## src/rtl/spi_reg_pkg.sv

```systemverilog
// Shared frame layout, FSM states and PWM peripheral register map for the SPI register-write master.
package spi_reg_pkg;

    localparam int FRAME_W = 16;
    localparam int WR_BIT  = 15;
    localparam int ADDR_W  = 7;
    localparam int DATA_W  = 8;

    typedef enum logic [2:0] {
        ST_IDLE,
        ST_SETUP,
        ST_SHIFT,
        ST_HOLD,
        ST_GAP
    } state_t;

    localparam logic [ADDR_W-1:0] EN_REG_OUT_7_0  = 7'h00;
    localparam logic [ADDR_W-1:0] EN_REG_OUT_15_8 = 7'h01;
    localparam logic [ADDR_W-1:0] EN_REG_PWM_7_0  = 7'h02;
    localparam logic [ADDR_W-1:0] EN_REG_PWM_15_8 = 7'h03;
    localparam logic [ADDR_W-1:0] PWM_DUTY_CYCLE  = 7'h04;

    function automatic logic [FRAME_W-1:0] make_frame(input logic [ADDR_W-1:0] addr,
                                                      input logic [DATA_W-1:0] data);
        logic [FRAME_W-1:0] f;
        f                   = '0;
        f[WR_BIT]           = 1'b1;
        f[WR_BIT-1:DATA_W]  = addr;
        f[DATA_W-1:0]       = data;
        return f;
    endfunction

endpackage

```

## src/rtl/spi_reg_master_tick_gen.sv

```systemverilog
// Half-period tick generator: pulses tick every CLK_DIV cycles while run is high.
// Latency: first tick CLK_DIV cycles after run rises; counter parked at CLK_DIV-1 while idle.
// Backpressure: none; free-running while run is asserted.
module spi_tick_gen #(
    parameter int CLK_DIV = 4
) (
    input  logic clk,
    input  logic rst,
    input  logic run,
    output logic tick
);

    localparam logic [7:0] RELOAD = 8'(CLK_DIV - 1);

    logic [7:0] cnt;

    // Reload happens on the same edge the tick is consumed, so zero is never decremented.
    always_ff @(posedge clk) begin
        if (rst) begin
            cnt <= '0;
        end else if (!run || cnt == 8'd0) begin
            cnt <= RELOAD;
        end else begin
            cnt <= cnt - 8'd1;
        end
    end

    assign tick = run && (cnt == 8'd0);

endmodule

```

## src/rtl/spi_reg_master.sv

```systemverilog
// SPI mode-0 register-write master: one 16-bit write frame {1, addr, data} per accepted request.
// Latency: ncs low the cycle after acceptance; done at +33*CLK_DIV; ready again at +34*CLK_DIV.
// Backpressure: cmd_ready only in IDLE; requests while busy are dropped, never queued.
module spi_reg_master
    import spi_reg_pkg::*;
#(
    parameter int CLK_DIV = 4
) (
    input  logic              clk,
    input  logic              rst,
    input  logic              cmd_valid,
    output logic              cmd_ready,
    input  logic [ADDR_W-1:0] cmd_addr,
    input  logic [DATA_W-1:0] cmd_data,
    output logic              done,
    output logic              sclk,
    output logic              copi,
    output logic              ncs
);

    state_t             state;
    logic [FRAME_W-2:0] shreg;
    logic [3:0]         bit_cnt;
    logic               tick;
    logic [FRAME_W-1:0] frame_next;

    assign frame_next = make_frame(cmd_addr, cmd_data);

    spi_tick_gen #(
        .CLK_DIV (CLK_DIV)
    ) u_tick_gen (
        .clk  (clk),
        .rst  (rst),
        .run  (state != ST_IDLE),
        .tick (tick)
    );

    always_ff @(posedge clk) begin
        if (rst) begin
            state     <= ST_IDLE;
            sclk      <= 1'b0;
            ncs       <= 1'b1;
            copi      <= 1'b0;
            done      <= 1'b0;
            cmd_ready <= 1'b0;
            shreg     <= '0;
            bit_cnt   <= '0;
        end else begin
            done <= 1'b0;
            case (state)
                ST_IDLE: begin
                    cmd_ready <= 1'b1;
                    if (cmd_valid && cmd_ready) begin
                        // MSB goes straight to copi; the rest waits in the shifter.
                        copi      <= frame_next[FRAME_W-1];
                        shreg     <= frame_next[FRAME_W-2:0];
                        ncs       <= 1'b0;
                        cmd_ready <= 1'b0;
                        bit_cnt   <= '0;
                        state     <= ST_SETUP;
                    end
                end
                ST_SETUP: begin
                    if (tick) begin
                        sclk  <= 1'b1;
                        state <= ST_SHIFT;
                    end
                end
                ST_SHIFT: begin
                    if (tick) begin
                        if (!sclk) begin
                            sclk <= 1'b1;
                        end else begin
                            sclk <= 1'b0;
                            if (bit_cnt == 4'd15) begin
                                state <= ST_HOLD;
                            end else begin
                                copi    <= shreg[FRAME_W-2];
                                shreg   <= {shreg[FRAME_W-3:0], 1'b0};
                                bit_cnt <= bit_cnt + 4'd1;
                            end
                        end
                    end
                end
                ST_HOLD: begin
                    if (tick) begin
                        ncs   <= 1'b1;
                        copi  <= 1'b0;
                        done  <= 1'b1;
                        state <= ST_GAP;
                    end
                end
                ST_GAP: begin
                    if (tick) begin
                        cmd_ready <= 1'b1;
                        state     <= ST_IDLE;
                    end
                end
                default: begin
                    state <= ST_IDLE;
                end
            endcase
        end
    end

endmodule
```

## config.mk

```make
export PLATFORM = sky130hd
export DESIGN_NAME = spi_reg_master
export DESIGN_NICKNAME = d
export VERILOG_FILES = /design/src/rtl/spi_reg_pkg.sv /design/src/rtl/spi_reg_master_tick_gen.sv /design/src/rtl/spi_reg_master.sv
export SDC_FILE = /design/constraint.sdc
export NUM_CORES = 1
export LEC_CHECK = 0
export ABC_CLOCK_PERIOD_IN_PS = 1900
export CAP_MARGIN = 15
export CORE_MARGIN = 2
export CORE_UTILIZATION = 50
export CTS_BUF_LIST = sky130_fd_sc_hd__clkbuf_8
export DETAILED_ROUTE_END_ITERATION = 8
export PLACE_DENSITY = 0.7
export SLEW_MARGIN = 20
export SYNTH_ARGS = -nofsm -noshare
export SYNTH_HDL_FRONTEND = slang
export SYNTH_SLANG_ARGS = --single-unit
```

## constraint.sdc

```tcl
create_clock -name clk -period 1.9 [get_ports clk]
set_input_delay 0.38 -clock clk [delete_from_list [all_inputs] [get_ports clk]]
set_output_delay 0.38 -clock clk [all_outputs]
set_load 0.005 [all_outputs]
```

After elaboration in Yosys (flattened, before gate mapping)

Cells that the tools add are included.

Word-level logic and storage cells: 80
Register bits: 35
Output and inout port bits: 5
Input bits: 18

Bitwise logic cells: 1
$add $sub $neg: 2
Mux-type cells: 34
Equality and inequality tests: 13
Reductions and logical operators: 20

Operators with widths:

| cell                | number |
|---|---|
| $mux 15             | 4 |
| $pmux 15 s2         | 1 |
| $mux 3              | 7 |
| $mux 4              | 4 |
| $ne 2x2->1 const B  | 8 |
| $pmux 3 s5          | 1 |
| $mux 1              | 11 |
| $logic_not 8->1     | 1 |
| $pmux 4 s2          | 1 |
| $reduce_bool 2->1   | 4 |
| $sub 8x1->8 const B | 1 |
| $reduce_and 7->1    | 1 |
| $eq 3x2->1 const B  | 2 |
| $pmux 1 s2          | 3 |
| $reduce_and 3->1    | 2 |
| $reduce_and 6->1    | 1 |
| $reduce_bool 3->1   | 2 |
| $reduce_and 5->1    | 1 |
| $add 4x1->4 const B | 1 |
| $eq 4x4->1 const B  | 1 |
| $reduce_or 2->1     | 2 |
| $eq 3x1->1 const B  | 1 |
| $eq 3x3->1 const B  | 1 |
| $logic_not 3->1     | 1 |
| 7 further kinds     | 8 |

Logic depth before layout (Yosys ltp)

Gate-level depths: netlist of run 1.

Depth in word-level cells: 5
Gate-level depth with buffers: 8
Gate-level depth less buffers: 6

Modules after synthesis

Synthesis of run 1 repeated with hierarchy kept, for this count alone.

Cell total of the unflattened synthesis: 189
Area total of the unflattened synthesis: 1,665.3 um2

By module, submodules not included:

| module         | area an instance (um2) | sequential area each (um2) | times used | cells an instance |
|---|---|---|---|---|
| spi_reg_master | 1,300.0                | 540.5                      | 1          | 148 |
| spi_tick_gen   | 365.4                  | 160.2                      | 1          | 41 |

Least setup slack after synthesis of run 1

Ideal clock, no wire load.

Kind: flip-flop to flip-flop
Start point: reg u_tick_gen.cnt[0]
End point: reg sclk
Stages on the path, launching flop included: 8
Arrival time: 1.603 ns
Period minus slack after synthesis: 1.722 ns
Slack: 0.178 ns
Required time: 1.780 ns
Library setup time: 0.120 ns
Buffers on the path: 1
Cell sequence: dfxtp_1 -> inv_1 -> ha_1 -> or4b_1 -> buf_6 -> nor3_4 -> mux2i_1 -> nor3_2

Word-level cells in the longest chain between the ends: 4
Elaborated cells on any way between the ends: 5
Those cells by class: eq/ne (2); reduce/logical (3)

RTL lines:

| element                      | line                          | source |
|---|---|---|
| from (decl)                  | spi_reg_master_tick_gen.sv:15 | `logic [7:0] cnt;` |
| from (signal assigned)       | spi_reg_master_tick_gen.sv:24 | `cnt <= cnt - 8'd1;` |
| $logic_not 8->1 *            | spi_reg_master_tick_gen.sv:28 | `assign tick = run && (cnt == 8'd0);` |
| $logic_and 1x1->1 *          | spi_reg_master_tick_gen.sv:28 |  |
| $ne 2x2->1 (no line)         | --                            |  |
| $reduce_and 3->1 (no line) * | --                            |  |
| to (signal assigned)         | spi_reg_master.sv:41          | `sclk <= 1'b0;` |
| to (signal assigned)         | spi_reg_master.sv:65          | `sclk <= 1'b1;` |
| to (signal assigned)         | spi_reg_master.sv:72          | `sclk <= 1'b1;` |
| to (decl)                    | spi_reg_master.sv:16          | `output logic sclk,` |

Mark *: on every way between the ends. The rest lies on a longest branch, timed or not.
A chain may end at the register's enable or synchronous reset.

Worst setup path after layout of run 1

Start point: reg u_tick_gen.cnt[0]
End point: reg bit_cnt[2]

Word-level cells in the longest chain between the ends: 4

RTL lines:

| element                    | line                          | source |
|---|---|---|
| $logic_not 8->1            | spi_reg_master_tick_gen.sv:28 |  |
| $logic_and 1x1->1          | spi_reg_master_tick_gen.sv:28 |  |
| $ne 2x2->1 (no line)       | --                            |  |
| $reduce_and 5->1 (no line) | --                            |  |
| to (signal assigned)       | spi_reg_master.sv:80          | `bit_cnt <= bit_cnt + 4'd1;` |
| to (decl)                  | spi_reg_master.sv:23          | `logic [3:0] bit_cnt;` |

No other way between the ends.

==> results of run 1 <==
-- Yosys cell counts, types with 3 or more instances --
| master | number | area share (%) |
|---|---|---|
| sky130_fd_sc_hd__a21oi_1 | 10 | 2.9 |
| sky130_fd_sc_hd__a311oi_1 | 14 | 7.0 |
| sky130_fd_sc_hd__buf_2 | 9 | 2.6 |
| sky130_fd_sc_hd__buf_6 | 3 | 1.9 |
| sky130_fd_sc_hd__clkbuf_1 | 4 | 0.86 |
| sky130_fd_sc_hd__dfxtp_1 | 35 | 40 |
| sky130_fd_sc_hd__inv_1 | 5 | 1.1 |
| sky130_fd_sc_hd__nand2_1 | 19 | 4.1 |
| sky130_fd_sc_hd__nand2b_1 | 3 | 1.1 |
| sky130_fd_sc_hd__nand3_1 | 7 | 2.0 |
| sky130_fd_sc_hd__nor2_1 | 13 | 2.8 |
| sky130_fd_sc_hd__nor3_1 | 21 | 6.0 |
| sky130_fd_sc_hd__nor3_2 | 3 | 1.7 |
| sky130_fd_sc_hd__o21ai_0 | 17 | 4.9 |
| sky130_fd_sc_hd__xnor2_1 | 4 | 2.0 |
-- registers in the layout, summed over array words and instances, names as in the netlist --
signal,count
shreg,15
u_tick_gen.cnt,8
bit_cnt,4
state,3
cmd_ready,1
copi,1
done,1
ncs,1
sclk,1
-- cell families (layout without fill, tap and decap cells) --
kind of cell,Yosys count,after routing,share of synthesized area (%)
buffers and inverters,23,49,7.28
AND/OR/NAND/NOR,84,84,27.6
XOR/XNOR,5,5,2.50
multiplexers,2,2,1.21
adder cells (fa/ha/maj),2,2,1.43
flip-flops,35,35,40.0
AO/OA/AOI/OAI,52,52,20.1
-- stage by stage --
step | hold slack (ps) | power, uW | cell area [sq um] | util, %
after floorplan | 425 | 1020 | 1750 | -
after global placement | 439 | 1110 | 2040 | 60.6
after detailed placement | 455 | 1120 | 2040 | 60.6
after CTS | 470 | 1750 | 2140 | 63.7
after global routing | 506 | 1810 | 2150 | 64.0
final | 465 | 1740 | 2150 | 64.0
-- metal layers --
layer  vias to the layer above  wire, um  GRT usage [%]
li1                        800         -              -
met1                       746      1760           23.7
met2                        42      1910           36.3
met3                        11       184           6.43
met4                         0        97           9.78
met5                         -         0              0
-- worst register-to-register path, stage by stage, from the launching register on --
cell                      delay (ps)
sky130_fd_sc_hd__dfxtp_1         340
sky130_fd_sc_hd__inv_1            60
sky130_fd_sc_hd__ha_1            190
sky130_fd_sc_hd__nor4b_4         270
sky130_fd_sc_hd__nand4_1         240
sky130_fd_sc_hd__or4bb_1         540
sky130_fd_sc_hd__o21ai_0          80
-- layout make-up --
class	count	area, sq um	share of cell area (%)
inverter	5	18.8	0.872
clock buffer	5	68.8	3.20
tap	46	57.6	2.67
timing repair buffer	37	345	16.0
sequential	35	701	32.5
multi-input combinational	145	928	43.1
clock inverter	2	33.8	1.57
-- final timing paths --
check                                  startpoint  slack [ps]  cells after the start         end
worst max-delay path            u_tick_gen.cnt[0]         100                      6  bit_cnt[2]
worst max register to register  u_tick_gen.cnt[0]         100                      6  bit_cnt[2]
worst min register to register                ncs         460                      2         ncs
worst min-delay path                          ncs         460                      2         ncs
-- power by group through the flow --
stage	sequential, uW	combinational, uW	clock (uW)
2_1_floorplan	820	198	0
3_3_place_gp	829	276	0
3_5_place_dp	832	284	0
4_1_cts	816	285	649
5_1_grt	823	318	667
6_report	817	286	633
-- repair_timing --
| item | 4_1_cts | 5_1_grt |
|---|---|---|
| hold buffers | 0 | 0 |
| resized for setup | 0 | 1 |
| setup endpoints to repair | 0 | 12 |
| buffers inserted | 0 | 1 |
==> impl_results.html, run 1 <==
<table>
<tr><th>Metric</th><th>Value</th></tr>
<tr><th colspan="2">Outcome</th></tr>
<tr><td>Result of the run</td><td>finished clean</td></tr>
<tr><th colspan="2">Synthesis</th></tr>
<tr><td>Post-synth ARST share</td><td>0%</td></tr>
<tr><td>Synthesized netlist cell count</td><td>203</td></tr>
<tr><td>Avg Cell Area, Syn</td><td>about 8.6 sq um</td></tr>
<tr><td>Post-synthesis cell area</td><td>~1800 sq um</td></tr>
<tr><td>Number of flops mapped to enable cells by yosys</td><td>0</td></tr>
<tr><td>Number of warnings printed during yosys synthesis</td><td>0</td></tr>
<tr><td>Flop and latch count out of synthesis</td><td>35</td></tr>
<tr><td>Most instantiated flip-flop cell in the synthesis netlist</td><td>sky130_fd_sc_hd__dfxtp_1</td></tr>
<tr><td>Number of nets produced by synthesis</td><td>between 200 and 250</td></tr>
<tr><td>Netlist cell types</td><td>46</td></tr>
<tr><td>Share of the yosys chip area belonging to registers</td><td>40.0%</td></tr>
<tr><th colspan="2">Place</th></tr>
<tr><td>Buffers added on ports</td><td>22</td></tr>
<tr><td>Setup slack after placement</td><td>about 31 ps</td></tr>
<tr><td>Weighted congestion reported at the end of routability-driven placement</td><td>0.877</td></tr>
<tr><td>DP Cell Count</td><td>267</td></tr>
<tr><td>Placed wire-length estimate after detailed placement</td><td>around 2900 um</td></tr>
<tr><th colspan="2">Cells and area</th></tr>
<tr><td>Final std cells w/o fill</td><td>275</td></tr>
<tr><td>Commonest cells after routing, fill and taps aside</td><td>sky130_fd_sc_hd__dfxtp_1, sky130_fd_sc_hd__clkdlybuf4s50_1, sky130_fd_sc_hd__nor3_1</td></tr>
<tr><td>Number of filler cells placed in the layout</td><td>300</td></tr>
<tr><td>Number of antenna repair diodes</td><td>0</td></tr>
<tr><td>Relative area change from synthesis to final layout</td><td>22.8%</td></tr>
<tr><td>Most frequent standard cell in the layout excluding fill and tap cells</td><td>sky130_fd_sc_hd__dfxtp_1</td></tr>
<tr><td>Number of nets at the end of the flow</td><td>approximately 250</td></tr>
<tr><td>Layout cells sized above 1</td><td>between 10% and 20%</td></tr>
<tr><th colspan="2">STA</th></tr>
<tr><td>Maximum clock frequency</td><td>approximately 560 MHz</td></tr>
<tr><td>Minimum clock period after layout</td><td>approximately 1800 ps</td></tr>
<tr><td>Endpoints failing hold</td><td>0</td></tr>
<tr><td>Transition time at the pin with the least slew margin</td><td>433 ps</td></tr>
<tr><td>Fin crit share</td><td>a little over nine tenths</td></tr>
<tr><td>Final max-slew violation count</td><td>0</td></tr>
<tr><td>Final sum of negative setup slack</td><td>0 ps</td></tr>
<tr><td>Fin worst setup slack</td><td>roughly 100 ps</td></tr>
<tr><td>Number of setup violations in the final report</td><td>0</td></tr>
<tr><td>Worst slew margin relative to its limit</td><td>slightly above 70%</td></tr>
<tr><td>Setup repair after global routing missed its margin</td><td>no</td></tr>
<tr><td>Setup clock skew after layout</td><td>6.16 ps</td></tr>
<tr><th colspan="2">Route</th></tr>
<tr><td>DRC violations left</td><td>0</td></tr>
<tr><td>Average wire per cell in the routed design</td><td>14.4 um</td></tr>
<tr><td>1st-iter DRT viols</td><td>114</td></tr>
<tr><td>Total Routed Length</td><td>3950 um</td></tr>
<tr><td>Routed Antenna Nets</td><td>0</td></tr>
<tr><td>Vias per inst</td><td>roughly 5.8</td></tr>
<tr><td>First-pass iteration count of the detailed router</td><td>4</td></tr>
<tr><td>Vias</td><td>approximately 1600</td></tr>
<tr><th colspan="2">Die</th></tr>
<tr><td>Die extent in x</td><td>between 60 and 70 um</td></tr>
<tr><td>Cell Rows</td><td>21</td></tr>
<tr><td>Initial Utilization</td><td>about 52%</td></tr>
<tr><td>Standard cell core area</td><td>roughly 3400 sq um</td></tr>
<tr><td>Die boundary height</td><td>between 60 and 70 um</td></tr>
<tr><td>Io pins</td><td>23</td></tr>
<tr><td>Die ar.</td><td>between 3000 and 4000 sq um</td></tr>
<tr><th colspan="2">Power and ir drop</th></tr>
<tr><td>Share of power burned in registers</td><td>47.1%</td></tr>
<tr><td>Share of total power consumed by net switching</td><td>around a quarter</td></tr>
<tr><td>Combinational power share</td><td>~17%</td></tr>
<tr><td>Power density over cell area</td><td>just over 800 nW/um^2</td></tr>
<tr><td>Worst vdd ir</td><td>~0.62 mV</td></tr>
<tr><td>Internal power</td><td>approximately 1300 uW</td></tr>
<tr><td>Leakage component of the power</td><td>about 0.00074 uW</td></tr>
<tr><td>Clock share of power</td><td>roughly 36%</td></tr>
<tr><td>Switching power summed over all nets</td><td>approximately 430 uW</td></tr>
<tr><th colspan="2">GRT</th></tr>
<tr><td>Global-route wire length before repair</td><td>6630 um</td></tr>
<tr><td>Maximum number of pins on one net before global-route repair</td><td>17</td></tr>
<tr><td>Number of antenna violations at the first check in global routing</td><td>0</td></tr>
<tr><td>Number of global-route vias before repair</td><td>1508</td></tr>
<tr><td>Total global-route track usage</td><td>21.1%</td></tr>
<tr><td>Total global routing overflow</td><td>0</td></tr>
<tr><th colspan="2">Setup path</th></tr>
<tr><td>Required time worst endpoint</td><td>between 2000 and 2500 ps</td></tr>
<tr><td>Worst-path cell with the longest stage delay</td><td>sky130_fd_sc_hd__or4bb_1</td></tr>
<tr><td>CP cell instances</td><td>inv_1, ha_1, nor4b_4, nand4_1, or4bb_1, o21ai_0</td></tr>
<tr><td>Critical Path Source Type</td><td>flip-flop</td></tr>
<tr><td>Delay contributed by the slowest stage of the critical path</td><td>roughly 540 ps</td></tr>
<tr><td>Arrival time reported for the critical path endpoint</td><td>~2000 ps</td></tr>
<tr><td>CP delay by family, top</td><td>simple AND/OR/NAND/NOR gates</td></tr>
<tr><td>CP endpoint kind</td><td>flip-flop</td></tr>
<tr><td>Crit Path Class</td><td>reg2reg</td></tr>
<tr><td>Crit Path Max Fanout</td><td>5</td></tr>
<tr><td>Number of buffer and inverter instances along the worst setup path</td><td>1</td></tr>
<tr><th colspan="2">Clock network</th></tr>
<tr><td>Worst skew pair latency</td><td>approximately 290 ps</td></tr>
<tr><td>Sink count of the clock tree</td><td>35</td></tr>
<tr><td>Clock root cell</td><td>sky130_fd_sc_hd__clkbuf_8</td></tr>
<tr><td>Largest buffer count on any clock path</td><td>2</td></tr>
<tr><td>Clock input transition at the sequential cells of the worst setup and hold paths</td><td>60 ps</td></tr>
<tr><td>Clock H-tree levels</td><td>2</td></tr>
<tr><td>TritonCTS clock tree</td><td>yes</td></tr>
<tr><td>Number of clock buffers inserted by TritonCTS</td><td>5</td></tr>
<tr><th colspan="2">Worst hold path</th></tr>
<tr><td>Type of the tightest min-delay check</td><td>reg2reg</td></tr>
<tr><th colspan="2">Job</th></tr>
<tr><td>Maxcap violations</td><td>0</td></tr>
</table>
Power figures use the tool's default switching activity.
==> run 2: changes to the inputs <==
- CORE_UTILIZATION: 50 -> 56
- PLACE_DENSITY: 0.7 -> 0.78
- SKIP_LAST_GASP: default -> 1
==> impl_results.html, run 2 (synthesis gave the netlist of run 1 again) <==
<table>
<tr><th>Metric</th><th>Value</th></tr>
<tr><th colspan="2">Power and ir drop</th></tr>
<tr><td>Worst vdd ir</td><td>0.473 mV (-23%)</td></tr>
<tr><td>Power density over cell area</td><td>788 nW/um^2 (-2.2%)</td></tr>
<tr><td>Total Power Consumption</td><td>1700 uW (-2.1%)</td></tr>
<tr><td>Leakage component of the power</td><td>0.000747 uW (+0.66%)</td></tr>
<tr><th colspan="2">Cells and area</th></tr>
<tr><td>Number of antenna repair diodes</td><td>0 (unchanged)</td></tr>
<tr><td>Number of flip-flops under the largest register name</td><td>15 (unchanged)</td></tr>
<tr><td>Most frequent standard cell in the layout excluding fill and tap cells</td><td>sky130_fd_sc_hd__dfxtp_1</td></tr>
<tr><td>Number of nets at the end of the flow</td><td>250 (+0.40%)</td></tr>
<tr><td>Largest register by flop count</td><td>shreg</td></tr>
<tr><td>Relative area change from synthesis to final layout</td><td>23.0%</td></tr>
<tr><td>Commonest cells after routing, fill and taps aside</td><td>sky130_fd_sc_hd__dfxtp_1, sky130_fd_sc_hd__clkdlybuf4s50_1, sky130_fd_sc_hd__nor3_1</td></tr>
<tr><td>Final core occ</td><td>71.8% (+7.8 points)</td></tr>
<tr><td>Final design instance area without fill</td><td>2160 sq um (+0.12%)</td></tr>
<tr><td>Biggest registers after layout</td><td>shreg: 15 flops, u_tick_gen.cnt: 8 flops, bit_cnt: 4 flops</td></tr>
<tr><td>Layout cells sized above 1</td><td>17.7% (+3.8 points)</td></tr>
<tr><th colspan="2">GRT</th></tr>
<tr><td>Total global-route track usage</td><td>26.5% (+5.5 points)</td></tr>
<tr><td>Global-route wire length before repair</td><td>7090 um (+7.0%)</td></tr>
<tr><td>Maximum number of pins on one net before global-route repair</td><td>19 (+2)</td></tr>
<tr><td>Number of antenna violations at the first check in global routing</td><td>0 (unchanged)</td></tr>
<tr><td>Total global routing overflow</td><td>0 (unchanged)</td></tr>
<tr><td>Number of global-route vias before repair</td><td>1571 (+4.2%)</td></tr>
<tr><th colspan="2">Worst hold path</th></tr>
<tr><td>Type of the tightest min-delay check</td><td>reg2reg</td></tr>
<tr><th colspan="2">Route</th></tr>
<tr><td>DRC violations left</td><td>0 (unchanged)</td></tr>
<tr><td>1st-iter DRT viols</td><td>158 (+39%)</td></tr>
<tr><td>Vias per inst</td><td>6.19 (+6.4%)</td></tr>
<tr><td>Routed Antenna Nets</td><td>0 (unchanged)</td></tr>
<tr><td>Average wire per cell in the routed design</td><td>15.8 um (+10%)</td></tr>
<tr><td>Total Routed Length</td><td>4180 um (+5.6%)</td></tr>
<tr><td>Vias</td><td>1634 (+2.2%)</td></tr>
<tr><td>First-pass iteration count of the detailed router</td><td>4 (unchanged)</td></tr>
<tr><th colspan="2">Die</th></tr>
<tr><td>Die ar.</td><td>3590 sq um (-10%)</td></tr>
<tr><td>Standard cell core area</td><td>3000 sq um (-11%)</td></tr>
<tr><td>Io pins</td><td>23 (unchanged)</td></tr>
<tr><td>Die extent in x</td><td>60.0 um (-5.2%)</td></tr>
<tr><td>Cell Rows</td><td>20 (-4.8%)</td></tr>
<tr><td>Die boundary height</td><td>60.0 um (-5.2%)</td></tr>
<tr><td>Initial Utilization</td><td>58.4% (+6.3 points)</td></tr>
<tr><th colspan="2">Setup path</th></tr>
<tr><td>CP delay by family, top</td><td>simple AND/OR/NAND/NOR gates</td></tr>
<tr><td>Critical Path Source Type</td><td>flip-flop</td></tr>
<tr><td>Crit Path Max Fanout</td><td>5 (unchanged)</td></tr>
<tr><td>Required time worst endpoint</td><td>2120 ps (about the same)</td></tr>
<tr><td>CP cell instances</td><td>inv_2, ha_4, nor4b_4, nand4_1, or4_4, o22ai_2</td></tr>
<tr><td>CP endpoint kind</td><td>flip-flop</td></tr>
<tr><td>Worst-path cell with the longest stage delay</td><td>sky130_fd_sc_hd__or4_4</td></tr>
<tr><td>Delay contributed by the slowest stage of the critical path</td><td>580 ps (+40 ps)</td></tr>
<tr><td>Number of buffer and inverter instances along the worst setup path</td><td>1 (unchanged)</td></tr>
<tr><td>Crit Path Class</td><td>reg2reg</td></tr>
<tr><td>Arrival time reported for the critical path endpoint</td><td>2020 ps (about the same)</td></tr>
<tr><th colspan="2">Place</th></tr>
<tr><td>Weighted congestion reported at the end of routability-driven placement</td><td>0.827 (-5.6%)</td></tr>
<tr><td>Setup slack after placement</td><td>-21.9 ps (-53.1 ps)</td></tr>
<tr><td>Placed wire-length estimate after detailed placement</td><td>2930 um (+1.8%)</td></tr>
<tr><td>Area after DPL</td><td>2000 sq um (-1.8%)</td></tr>
<tr><td>Buffers added on ports</td><td>22 (unchanged)</td></tr>
<tr><th colspan="2">Clock network</th></tr>
<tr><td>Clock input transition at the sequential cells of the worst setup and hold paths</td><td>70 ps (about the same)</td></tr>
<tr><td>Clock root cell</td><td>sky130_fd_sc_hd__clkbuf_8</td></tr>
<tr><td>Sink count of the clock tree</td><td>35 (unchanged)</td></tr>
<tr><td>TritonCTS clock tree</td><td>yes</td></tr>
<tr><td>Worst skew pair latency</td><td>290 ps (about the same)</td></tr>
<tr><td>Number of clock buffers inserted by TritonCTS</td><td>5 (unchanged)</td></tr>
<tr><td>Largest buffer count on any clock path</td><td>2 (unchanged)</td></tr>
<tr><td>Clock H-tree levels</td><td>2 (unchanged)</td></tr>
<tr><td>Post-CTS Hold Fix Bufs</td><td>0 (unchanged)</td></tr>
<tr><th colspan="2">STA</th></tr>
<tr><td>Final sum of negative setup slack</td><td>0 ps (unchanged)</td></tr>
<tr><td>Setup clock skew after layout</td><td>5.81 ps (-0.345 ps)</td></tr>
<tr><td>Worst slew margin relative to its limit</td><td>74.6% (+4.2 points)</td></tr>
<tr><td>Maximum clock frequency</td><td>555 MHz (-0.23%)</td></tr>
<tr><td>Minimum clock period after layout</td><td>1800 ps (+4.06 ps)</td></tr>
<tr><td>Number of setup violations in the final report</td><td>0 (unchanged)</td></tr>
<tr><td>Fin crit share</td><td>94.8% (+0.21 points)</td></tr>
<tr><td>Endpoints failing hold</td><td>0 (unchanged)</td></tr>
<tr><td>Transition time at the pin with the least slew margin</td><td>378 ps (-55.1 ps)</td></tr>
<tr><td>Final max-slew violation count</td><td>0 (unchanged)</td></tr>
<tr><td>Fin worst setup slack</td><td>98.4 ps (-4.06 ps)</td></tr>
<tr><th colspan="2">Outcome</th></tr>
<tr><td>Result of the run</td><td>finished clean</td></tr>
<tr><th colspan="2">Job</th></tr>
<tr><td>Maxcap violations</td><td>0 (unchanged)</td></tr>
</table>
[run 2: cell types whose count changed in the layout (fill, tap and decap cells not counted), moves of 2 or more]
cell	change
sky130_fd_sc_hd__inv_1	-2
sky130_fd_sc_hd__inv_2	+2
sky130_fd_sc_hd__clkbuf_8	+2
sky130_fd_sc_hd__buf_4	+2
[run 2: per-layer routing]
layer  GRT usage (%)  up-vias  wire, um
li1                -      802         -
met1            30.5      765      1720
met2            46.1       56      2120
met3            7.58       11       247
met4            10.2        0        94
met5               0        -         0
[run 2: worst paths after layout]
kind              slack, ps         startpoint           endpoint  cells after the start
setup / recovery        100  u_tick_gen.cnt[0]         bit_cnt[3]                      6
setup reg to reg        100  u_tick_gen.cnt[0]         bit_cnt[3]                      6
hold / removal          460  u_tick_gen.cnt[0]  u_tick_gen.cnt[0]                      1
hold reg to reg         460  u_tick_gen.cnt[0]  u_tick_gen.cnt[0]                      1
[run 2: per-stage QoR]
stage,hold WS [ps],std cells
final,457,264
after global routing,492,264
after CTS,475,261
after detailed placement,466,253
after global placement,437,253
after floorplan,425,203
[run 2: where the power goes]
part	leakage (uW)	internal, uW	total (uW)	switching (uW)
registers	0.000286	780	817	36.7
clock network	0.0000557	325	586	261
logic	0.000406	151	297	146
total	0.000747	1260	1700	443
[run 2: layout make-up]
cell class / instances / area (sq um)
clock buffer: 7 / 96.3
clock inverter: 1 / 3.75
fill: 242 / 847
inverter: 5 / 18.8
multi-input combinational: 145 / 953
sequential: 35 / 702
tap: 33 / 41.3
timing repair buffer: 38 / 340
[run 2: repair_timing]
action                     CTS  global route
resized for setup            1             9
buffers inserted             0             3
pin swaps                    0             3
setup endpoints to repair    9            19
